File: config.mk
export PLATFORM = sky130hd
export DESIGN_NAME = fetch_pc_unit
export DESIGN_NICKNAME = d
export VERILOG_FILES = /design/src/rtl/cpu_pkg.sv /design/src/rtl/next_pc_calc.sv /design/src/rtl/fetch_pc_unit.sv
export SDC_FILE = /design/constraint.sdc
export NUM_CORES = 1
export LEC_CHECK = 0
export ABC_AREA = 1
export BUFFER_PORTS_ARGS = -buffer_cell sky130_fd_sc_hd__buf_4
export CAP_MARGIN = 20
export CORE_ASPECT_RATIO = 0.5
export CORE_MARGIN = 1.5
export CORE_UTILIZATION = 50
export DETAILED_ROUTE_END_ITERATION = 6
export PLACE_DENSITY = 0.77
export REMOVE_ABC_BUFFERS = 1
export SYNTH_ARGS = -nofsm -noshare
export SYNTH_HDL_FRONTEND = slang
export SYNTH_SLANG_ARGS = --single-unit
File: constraint.sdc
create_clock -name clk -period 4.5 [get_ports clk]
set_clock_uncertainty 0.15 [all_clocks]
set_input_delay 0.9 -clock clk [delete_from_list [all_inputs] [get_ports clk]]
set_output_delay 0.9 -clock clk [all_outputs]
set_load 0.02 [all_outputs]
File: src/rtl/cpu_pkg.sv
// Shared types and constants for the fetch / PC path
// of the single-cycle MIPS core.
package cpu_pkg;

  typedef enum logic [1:0] {
    IDLE  = 2'd0,
    FETCH = 2'd1,
    EXEC  = 2'd2,
    FAULT = 2'd3
  } state_t;

  localparam logic [1:0] PC_SEQ = 2'b00;
  localparam logic [1:0] PC_BR  = 2'b01;
  localparam logic [1:0] PC_J   = 2'b10;
  localparam logic [1:0] PC_JR  = 2'b11;

  localparam logic [31:0] RESET_PC_DEF = 32'h0000_3000;

endpackage

File: src/rtl/next_pc_calc.sv
// Combinational next-PC selection: sequential, branch,
// jump and register jump, plus jr alignment check.
module next_pc_calc
  import cpu_pkg::*;
(
  input  logic [31:0] pc,
  input  logic [31:0] ins,
  input  logic [1:0]  PCSrc,
  input  logic [31:0] rs_data,
  output logic [31:0] next_pc,
  output logic        misalign
);

  logic [31:0] seq;
  logic [31:0] br_off;
  logic        unused_op;

  assign seq       = pc + 32'd4;
  assign br_off    = {{14{ins[15]}}, ins[15:0], 2'b00};
  assign unused_op = ^ins[31:26];

  always_comb begin
    next_pc = seq;
    case (PCSrc)
      PC_SEQ: next_pc = seq;
      PC_BR:  next_pc = seq + br_off;
      PC_J:   next_pc = {seq[31:28], ins[25:0], 2'b00};
      PC_JR:  next_pc = rs_data;
      default: next_pc = seq;
    endcase
  end

  // Only register jumps can produce an unaligned target.
  assign misalign = (PCSrc == PC_JR) && (rs_data[1:0] != 2'b00);

endmodule

File: src/rtl/fetch_pc_unit.sv
// Program counter, fetch handshake and retire counter
// for the single-cycle MIPS core.
module fetch_pc_unit
  import cpu_pkg::*;
#(
  parameter logic [31:0] RESET_PC = RESET_PC_DEF,
  parameter int          ADDR_W   = 32
) (
  input  logic              clk,
  input  logic              rst,
  output logic              imem_req,
  output logic [ADDR_W-1:0] imem_addr,
  input  logic              imem_ready,
  input  logic [31:0]       imem_rdata,
  output logic [31:0]       ins,
  output logic              ins_valid,
  output logic [ADDR_W-1:0] pc,
  output logic [ADDR_W-1:0] pc_plus4,
  input  logic [1:0]        PCSrc,
  input  logic [31:0]       rs_data,
  input  logic              stall,
  output logic              exc_misalign,
  output logic [31:0]       retired
);

  state_t      state, state_n;
  logic [31:0] next_pc;
  logic        misalign;
  logic        commit;
  logic        load;

  next_pc_calc u_npc (
    .pc       (pc),
    .ins      (ins),
    .PCSrc    (PCSrc),
    .rs_data  (rs_data),
    .next_pc  (next_pc),
    .misalign (misalign)
  );

  assign imem_req  = (state == FETCH);
  assign imem_addr = pc;
  assign ins_valid = (state == EXEC);
  assign pc_plus4  = pc + 32'd4;
  assign load      = imem_req && imem_ready;
  assign commit    = ins_valid && !stall && !misalign;

  always_comb begin
    state_n = state;
    case (state)
      IDLE:  state_n = FETCH;
      FETCH: if (imem_ready) state_n = EXEC;
      EXEC:  if (!stall) state_n = misalign ? FAULT : FETCH;
      FAULT: state_n = FAULT;
      default: state_n = IDLE;
    endcase
  end

  always_ff @(posedge clk or posedge rst) begin
    if (rst) begin
      state        <= IDLE;
      pc           <= RESET_PC;
      ins          <= '0;
      retired      <= '0;
      exc_misalign <= 1'b0;
    end else begin
      state <= state_n;
      if (load)
        ins <= imem_rdata;
      if (commit) begin
        pc      <= next_pc;
        retired <= retired + 32'd1;
      end
      if (ins_valid && !stall && misalign)
        exc_misalign <= 1'b1;
    end
  end

endmodule

==> impl_metrics.tcl, run 1 <==
set metrics [dict create \
    status "complete, no violations" \
    instances_no_fill 1598 \
    htree_num_levels 3 \
    final_common_cell "nand2_1" \
    drtIter0Drc 969 \
    drv_slew 0 \
    start_kind "register" \
    power_switching_mw 4.44 \
    p_leak_nw 5.77 \
    yosys.area.top_type_share_pct 29.7 \
    post_drt_wl_per_cell_um 18.5 \
    core_um2 15700 \
    ys_seq_area_share_pct 30.3 \
    cts_buffers 9 \
    port_buffers 232 \
    syn_inst 1177 \
    finalCritPeriodShare_pct 83.3 \
    ant_nets 0 \
    drv_cap 0 \
    viasPerCell 5.45 \
    async_flop_share_pct 100 \
    period_needed_ns 3.75 \
    final_core_util_pct 65.0 \
    setup_tns_ns 0 \
    critical_path_class "reg2reg" \
    r2r_cells 21 \
    max_slew_margin_pct 33.0 \
    worst_ir_drop_vdd_mv 0.303 \
    synthesis.area_um2 8180 \
    worstHoldPathCells 1 \
    reg2reg_from "imem_addr[2]$_DFFE_PP0P_" \
    fillCellCount 1439 \
    ys.flop_type "dfrtp_1" \
    cp-end-kind "register" \
    grt-ovfl-total 0 \
    cp_max_fo 6 \
    dp.cells 1582 \
    synth_warnings 0 \
    hold_buffers 0 \
    whs_ns 0.314 \
    place_hpwl_mm 23.6 \
    clkLatencyLatePin_ns 0.36 \
    multi_input_area_um2 4720 \
    cts_buffer_depth 2 \
    die_h_um 93.5 \
    ys_seq_elements 99 \
    ctsResizeCount 0 \
    seq_power_share_pct 21.0 \
    r2r_slack_ns 0.75 \
    hold_violations 0 \
    wirelength_mm 29.6 \
    gp_congestion 1.02 \
    grtUsageTotal_pct 34.7 \
    grt_pass1_wl_mm 45.4 \
    dieArea_um2 17200 \
    seqCellArea_um2 2480 \
    cts_root_buf "clkbuf_16" \
    yosys.area.top_type "dfrtp_1" \
    diodes 0 \
    antenna_found_initial 0 \
    internal-power_mw 3.49 \
    rr_endpoint "imem_addr[23]$_DFFE_PP0P_" \
    comb_power_share_pct 68.9 \
    worst-endpoint-required_ns 4.59 \
    vias 8708 \
    grt_max_degree 52 \
    chipWidth_um 184 \
    worst_pin_slew_ns 1.00 \
    rsz0062_at_grt "no" \
    std_cell_rows 32 \
    clkPwrFrac_pct 10.1 \
    syn_to_final_growth_pct 24.7 \
    layout_common_cells "356 x nand2_1, 240 x buf_4, 158 x inv_1" \
    synth.distinct_cells 52 \
    synth_edf_count 0 \
    clock_sinks 99 \
    dr.pass1.iters 6 \
    path_clk_slew_ns 0.08 \
    syn_avg_cell_area_um2 6.95 \
    min_to "exc_misalign$_DFFE_PP0P_" \
    drc_errors 0 \
    worstHoldStart "exc_misalign$_DFFE_PP0P_" \
    netlist_top_cells_area "dfrtp_1 30%, nand2_1 16%, inv_1 7.3%, ha_1 5.0%, nor2_1 4.6%" \
    crit_arrival_ns 3.84 \
    start_util_pct 52.1 \
    post_cts.repair.setup_buffers 0 \
    hold_path_class "reg2reg" \
    finalPower_mw 7.93 \
    final_nets 1476 \
    max_clock_freq_ghz 0.267 \
    power_density_nw_per_um2 777 \
    p_sw_share_pct 56.0 \
    cts_tree "built" \
    drive_gt1_share_pct 24.2 \
    ios 233 \
    first_global_vias 8103 \
    setup_viol 0 \
]
==> state kept, by name, indices dropped and copies added (netlist names) <==
| register | cells |
|---|---|
| exc_misalign | 1 |
| imem_addr | 32 |
| ins | 32 |
| retired | 32 |
| state | 2 |
==> per-stage QoR <==
step	area [um2]	worst slack, ns
after detailed placement	9910	0.876
after global routing	10200	0.487
after CTS	10200	0.824
after global placement	9910	0.881
after floorplan	7820	0.863
final	10200	0.753
==> Yosys cell counts, types with 6 or more instances <==
cell / number
nand2_1: 357
inv_1: 159
nor2_1: 101
dfrtp_1: 97
nand3_1: 68
a21oi_1: 61
buf_4: 35
o21ai_0: 35
xor2_1: 35
ha_1: 33
mux2_2: 23
nor3_1: 17
nand4_1: 15
xnor2_1: 14
a221oi_1: 11
clkbuf_1: 11
nand2_4: 9
nand3b_1: 8
buf_2: 7
nand2_2: 7
nor2_4: 7
inv_2: 6
o21ai_1: 6
==> worst max path at each step <==
stage          cells past startpoint  slack [ns]                      from                        end
6_report                          21        0.75  imem_addr[2]$_DFFE_PP0P_  imem_addr[23]$_DFFE_PP0P_
5_1_grt                           22        0.49  imem_addr[3]$_DFFE_PP0P_  imem_addr[20]$_DFFE_PP0P_
4_1_cts                           21        0.82  imem_addr[3]$_DFFE_PP0P_  imem_addr[23]$_DFFE_PP0P_
3_5_place_dp                      21        0.88  imem_addr[3]$_DFFE_PP0P_  imem_addr[23]$_DFFE_PP0P_
3_3_place_gp                      22        0.88  imem_addr[2]$_DFFE_PP0P_  imem_addr[31]$_DFFE_PP0P_
2_1_floorplan                      1        0.86                       rst   exc_misalign$_DFFE_PP0P_
==> cells by family after synthesis <==
kind of cell,after synthesis,share of synthesized area (%)
buffers and inverters,222,12.0
and+or+nand+nor,616,34.4
AOI/OAI and AO/OA,134,9.54
DFF,99,30.3
adders and majority gates,34,5.29
xor gates and xnor gates,49,5.24
muxes,23,3.17
==> routing by layer <==
metal  up-vias  part of all wire [%]  wire [um]  global-route usage [%]
met1      4104                    46      13500                    49.8
met5         -                     0          0                       0
met4         0                   1.5        446                    6.76
li1       4123                     -          -                       -
met3        44                   9.7       2880                    8.37
met2       437                    43      12800                    53.1
==> area by class of cell <==
class                           count  area share, %
Inverter                          166           6.13
Timing Repair Buffer              240           17.7
Sequential cell                    99           24.3
Tap cell                          221           2.71
Clock inverter                      7          0.711
Clock buffer                        9           2.21
Multi-Input combinational cell    856           46.3
==> power by group through the flow <==
stage                     logic [mW]  clock network (mW)  registers [mW]
after floorplan                 2.87                   0            2.04
after global placement          5.32                   0            1.64
after detailed placement        5.34                   0            1.66
after CTS                       5.36               0.807            1.65
after global routing            5.92               0.840            1.70
final                           5.46               0.800            1.67
==> critical path, stage by stage (launching register included) <==
cell     delay (ns)
dfrtp_1        0.46
ha_1           0.20
nand2_1        0.11
nor2_4         0.19
nand2_4        0.10
nor3_4         0.20
xor2_1         0.36
inv_1          0.15
ha_1           0.38
nand2_1        0.10
nor2_1         0.19
inv_1          0.06
nor2_1         0.09
nand2_1        0.08
nand3_1        0.21
nand2_1        0.12
nand2_1        0.07
nand2_1        0.05
nand3_1        0.18
nand2_1        0.08
nand2_1        0.06
nand2_1        0.05
(Power assumes the default switching activity.)
==> run 2: changes to the inputs <==
==> constraint.sdc (replaced) <==
create_clock -name clk -period 3.6 [get_ports clk]
set_clock_uncertainty 0.15 [all_clocks]
set_input_delay 0.72 -clock clk [delete_from_list [all_inputs] [get_ports clk]]
set_output_delay 0.72 -clock clk [all_outputs]
set_load 0.02 [all_outputs]
==> run 2 against run 1 <==
Net effect:
- count of clock-buffer cells in the layout rose by 1
- global-route usage rose by 0.63 points
- non-clock buffer count rose by 36
- critical path type unchanged
- critical endpoint is now imem_addr[18]$_DFFE_PP0P_
- critical path depth fell by 7
- register-to-register slack got worse by 0.60 ns
- via count rose by 2.3%
- sequential power rose by 22%
- largest cell class unchanged
- combinational power rose by 35%
- clock power rose by 31%
- setup slack got worse by 0.60 ns
- power rose by 32%
- sequential cell count did not move
==> impl_metrics.tcl, run 2 (synthesis gave the netlist of run 1 again) <==
set metrics [dict create \
    status "complete, no violations" \
    drv_slew 0 \
    cts_buffer_depth 2 \
    ios 233 \
    hold_violations 0 \
    fillCellCount 1390 \
    post-place-ws_ns -0.0831 \
    power_density_nw_per_um2 979 \
    drc_errors 0 \
    max_clock_freq_ghz 0.290 \
    fin_area_um2 10700 \
    drive_gt1_share_pct 28.8 \
    start_kind "register" \
    syn_to_final_growth_pct 30.7 \
    std_cell_rows 32 \
    wirelength_mm 30.4 \
    max_stage_delay_ns 0.54 \
    layout_common_cells "354 x nand2_1, 276 x buf_4, 155 x inv_1" \
    post_drt_wl_per_cell_um 18.6 \
    viasPerCell 5.45 \
    p_leak_nw 5.99 \
    chipWidth_um 184 \
    gp_congestion 0.997 \
    start_util_pct 52.1 \
    die_h_um 93.5 \
    antenna_found_initial 0 \
    dieArea_um2 17200 \
    max_slew_margin_pct 35.6 \
    final_common_cell "nand2_1" \
    grt_pass1_wl_mm 45.7 \
    cts_root_buf "clkbuf_16" \
    hold_path_class "in2async" \
    diodes 0 \
    finalPower_mw 10.5 \
    period_needed_ns 3.44 \
    rsz0062_at_grt "yes" \
    htree_num_levels 3 \
    clock_sinks 99 \
    crit_top_cell "nand2_1" \
    grt_max_degree 49 \
    ant_nets 0 \
    critical_path_class "reg2reg" \
    cp_max_fo 7 \
    multi_input_area_um2 4920 \
    core_um2 15700 \
    cts_buffers 9 \
    clkLatencyLatePin_ns 0.37 \
    path_cells "nand3_2 > nor2_8 > xor2_1 > ha_1 > a21oi_1 > nor2_1 > nor2_1 > nand2_1 > nand2_1 > nand4_1 > nand3_1 > o21ai_0 > nand2_1 > nand2_1" \
    final_nets 1512 \
    seqCellArea_um2 2480 \
    place_area_um2 10100 \
    crit_slowest_cell "a21oi_1" \
    cp-end-kind "register" \
    final_core_util_pct 68.1 \
    path_clk_slew_ns 0.09 \
    dr.pass1.iters 6 \
    worst-endpoint-required_ns 3.72 \
    port_buffers 232 \
    worst_pin_slew_ns 0.966 \
    vias 8907 \
    grt-ovfl-total 0 \
    grtUsageTotal_pct 35.4 \
    worst_slack_ns 0.156 \
    worst_ir_drop_vdd_mv 0.397 \
    first_global_vias 8174 \
    drtIter0Drc 826 \
    cts_tree "built" \
    whs_ns 0.276 \
    drv_cap 0 \
    finalCritPeriodShare_pct 95.7 \
    setup_viol 0 \
    place_hpwl_mm 24.1 \
    crit_arrival_ns 3.57 \
]
-- run 2: cell type report --
class	instances	share of cell area, %
inverter	166	5.85
tap	221	2.59
multi-input combinational	856	46.1
timing repair buffer	276	19.4
clock inverter	5	0.679
sequential	99	23.2
clock buffer	10	2.23
-- run 2: path summary, 6_finish.rpt --
kind                                           from                        end  slack [ns]  cells past startpoint
setup / recovery           imem_addr[4]$_DFFE_PP0P_  imem_addr[18]$_DFFE_PP0P_        0.16                     14
hold / removal                                  rst    retired[24]$_DFFE_PP0P_        0.28                      2
setup reg to reg           imem_addr[4]$_DFFE_PP0P_  imem_addr[18]$_DFFE_PP0P_        0.16                     14
hold reg to reg             retired[31]$_DFFE_PP0P_    retired[31]$_DFFE_PP0P_        0.33                      1
max in group asynchronous                       rst  imem_addr[13]$_DFFE_PP1P_        2.17                      3
min in group clk            retired[31]$_DFFE_PP0P_    retired[31]$_DFFE_PP0P_        0.33                      1
-- run 2: what timing repair did --
action | CTS | global route
pin swaps | 0 | 5
buffers inserted | 0 | 6
endpoints found under the setup margin | 6 | 18
gates resized for setup | 4 | 41
hold buffers | 0 | 0
-- run 2: power by group --
| part | switching, mW | total, mW | internal [mW] |
|---|---|---|---|
| Clock | 0.488 | 1.05 | 0.566 |
| Sequential | 0.545 | 2.03 | 1.49 |
| Combinational | 4.71 | 7.38 | 2.67 |
| Total | 5.74 | 10.5 | 4.72 |
-- run 2: routing by layer --
layer | global-route usage (%) | vias to the layer above | wire length, um
li1 | - | 4182 | -
met1 | 51.1 | 4222 | 13700
met2 | 50.8 | 461 | 12800
met3 | 10.5 | 42 | 3300
met4 | 9.08 | 0 | 515
met5 | 1.85 | - | 0
-- run 2: critical path: cells and delay by family (launching register included) --
kind            cells  cell delay (ns)
fa+ha+maj           1             0.36
xor+xnor            1             0.30
simple gates       10             1.35
flops               1             0.47
compound gates      2             0.68
-- run 2: stage by stage --
| step | TNS [ns] | cells |
|---|---|---|
| global route | -0.351 | 1633 |
| global placement | -0.160 | 1612 |
| detailed placement | -0.205 | 1612 |
| floorplan | 0 | 1121 |
| finish | 0 | 1633 |
| CTS | 0 | 1627 |
==> run 3: changes to the inputs <==
--- a/config.mk
+++ b/config.mk
@@ -12,8 +12,9 @@
 export CORE_MARGIN = 1.5
 export CORE_UTILIZATION = 50
 export DETAILED_ROUTE_END_ITERATION = 6
-export PLACE_DENSITY = 0.77
+export PLACE_DENSITY = 0.76
 export REMOVE_ABC_BUFFERS = 1
 export SYNTH_ARGS = -nofsm -noshare
 export SYNTH_HDL_FRONTEND = slang
+export SYNTH_HIERARCHICAL = 1
 export SYNTH_SLANG_ARGS = --single-unit
==> run 3 against run 2 <==
Net effect:
- largest cell class unchanged
- synthesized cell count rose by 19%
- clock power barely moved
- combinational power fell by 8.5%
- power fell by 8.7%
==> impl_metrics.tcl, run 3 <==
set metrics [dict create \
    std_cell_rows 34 \
    synth.most_common_cell "nand2_1" \
    synthesis.area_um2 9050 \
    critical_path_class "reg2reg" \
    finalPower_mw 9.55 \
    drv_cap 0 \
    synth.distinct_cells 42 \
    hold_buffers 0 \
    p_leak_nw 6.04 \
    hold_path_class "reg2reg" \
    post_drt_wl_per_cell_um 18.1 \
    drc_errors 0 \
    ios 233 \
    wl_met3_mm 3.72 \
    ant_nets 0 \
    clock_sinks 99 \
    die_h_um 98.2 \
    worst_pin_slew_ns 0.971 \
    viasPerCell 5.55 \
    clkLatencyLatePin_ns 0.37 \
    ys_seq_elements 99 \
    power_density_nw_per_um2 823 \
    fillCellCount 1585 \
    htree_num_levels 3 \
    port_buffers 232 \
    core_um2 17500 \
    gp_congestion 1.02 \
    synth_edf_count 0 \
    async_flop_share_pct 100 \
    ys.flop_type "dfrtp_1" \
    met1Wirelength_mm 15.2 \
    syn_inst 1403 \
    vias 10500 \
    multi_input_area_um2 5610 \
    yosys.area.top_type "dfrtp_1" \
    netlist_top_cells_area "dfrtp_1 27%, nand2_1 21%, inv_1 7.6%, nor2_1 5.5%, nand3_1 5.0%" \
    netlist_top_cells_count "496 x nand2_1, 183 x inv_1, 133 x nor2_1" \
    chipWidth_um 193 \
    wirelength_mm 34.3 \
    worst_ir_drop_vdd_mv 0.495 \
    max_slew_margin_pct 35.1 \
    drv_slew 0 \
    cts_buffers 9 \
    grtUsageTotal_pct 36.0 \
    grt_max_degree 62 \
    cts_buffer_depth 2 \
    grt-ovfl-total 0 \
    top_layer "met4" \
    wl_met2_mm 15.0 \
    path_clk_slew_ns 0.09 \
    layout_common_cells "489 x nand2_1, 294 x buf_4, 179 x inv_1" \
    setup_tns_ns 0 \
    start_kind "register" \
    place_hpwl_mm 27.6 \
    drtIter0Drc 966 \
    drive_gt1_share_pct 25.2 \
    syn_avg_cell_area_um2 6.45 \
    cp_max_fo 8 \
    start_util_pct 51.7 \
    dr.pass1.iters 5 \
    final_common_cell "nand2_1" \
    first_global_vias 9748 \
    ys_seq_area_share_pct 27.4 \
    yosys.area.top_type_share_pct 26.8 \
    cts_root_buf "clkbuf_16" \
    hold_violations 0 \
    worst-endpoint-required_ns 3.72 \
    grt_pass1_wl_mm 53.4 \
    final_nets 1759 \
    antenna_found_initial 0 \
    synth_warnings 6 \
    status "complete, no violations" \
    crit_arrival_ns 3.54 \
    cts_tree "built" \
    period_needed_ns 3.42 \
    finalCritPeriodShare_pct 95.0 \
    max_clock_freq_ghz 0.292 \
    setup_viol 0 \
    seqCellArea_um2 2480 \
    syn_to_final_growth_pct 28.2 \
    dieArea_um2 19000 \
    diodes 0 \
    cp-end-kind "register" \
]
run 3: changes by cell type in the layout (fill, tap and decap cells not counted), moves of 9 or more:
cell      delta
nand3_1     +27
mux2_2       +9
nand2_1    +135
a221oi_1     -9
inv_1       +24
nor2_1      +29
a21oi_1     -34
o21ai_0     +22
buf_4       +18
or2_2       +10
a22o_1      +10
nand4_1     +22
nor2_2      +10
run 3: what timing repair did:
item / CTS / global route
gates resized for setup: 2 / 36
pin swaps: 0 / 4
gates cloned: 0 / 0
buffers inserted: 0 / 5
endpoints found under the setup margin: 1 / 16
run 3: where the power goes:
group | internal [mW] | switching (mW)
logic | 2.55 | 4.20
registers | 1.41 | 0.365
clock network | 0.495 | 0.530
run 3: layout make-up:
class,count,share of cell area [%]
sequential,99,21.4
multi-input combinational,1063,48.3
clock inverter,7,0.711
timing repair buffer,295,19.2
inverter,184,5.97
clock buffer,9,1.94
tap,234,2.52
run 3: final timing paths:
path	from	cells after the start	slack (ns)	end
worst max-delay path	imem_addr[13]$_DFFE_PP1P_	20	0.18	imem_addr[15]$_DFFE_PP0P_
worst min-delay path	exc_misalign$_DFFE_PP0P_	1	0.33	exc_misalign$_DFFE_PP0P_
worst max register to register	imem_addr[13]$_DFFE_PP1P_	20	0.18	imem_addr[15]$_DFFE_PP0P_
worst min register to register	exc_misalign$_DFFE_PP0P_	1	0.33	exc_misalign$_DFFE_PP0P_
max in group asynchronous	rst	3	2.18	imem_addr[13]$_DFFE_PP1P_
min in group asynchronous	rst	2	0.37	retired[0]$_DFFE_PP0P_
run 3: critical path, cell delays in order, from the launching register on:
cell and delay, ns:
dfstp_2 0.54, buf_4 0.16, nand2_1 0.08, nor2_2 0.13, nand2_1 0.10, nor2_2 0.20
xor2_1 0.16, inv_1 0.07, ha_2 0.31, nand2_1 0.08, nand2_1 0.11, inv_1 0.09
nand2_2 0.09, a21oi_2 0.15, nand2_2 0.14, buf_4 0.17, or2_2 0.26, nand3_1 0.08
o2111ai_1 0.11, nand2_1 0.09, nand2_1 0.04
run 3: through the flow:
step	setup slack [ns]	area [um2]	util, %	std cells	hold slack, ns
finish	0.181	11600	66.2	1891	0.333
global route	-0.0272	11600	66.2	1891	0.357
CTS	0.0369	11500	65.4	1886	0.333
detailed placement	-0.0759	11100	63.6	1870	0.310
global placement	0.00988	11100	63.6	1870	0.309
floorplan	0.143	8660	-	1346	0.358
run 3: per-layer routing:
layer,GRT usage (%),up-vias
met5,0,-
met4,6.14,0
met3,8.19,47
met2,56.3,557
met1,51.4,4973
li1,-,4924
run 3: kinds of logic (layout without fill, tap and decap cells):
group | count (synthesis) | after routing | synth area share [%]
flops | 99 | 99 | 27.4
mux | 32 | 32 | 3.98
compound gates | 113 | 113 | 7.17
fa+ha+maj | 37 | 37 | 5.20
xor+xnor | 48 | 48 | 4.64
simple gates | 833 | 833 | 39.6
buf+inv | 241 | 495 | 12.0
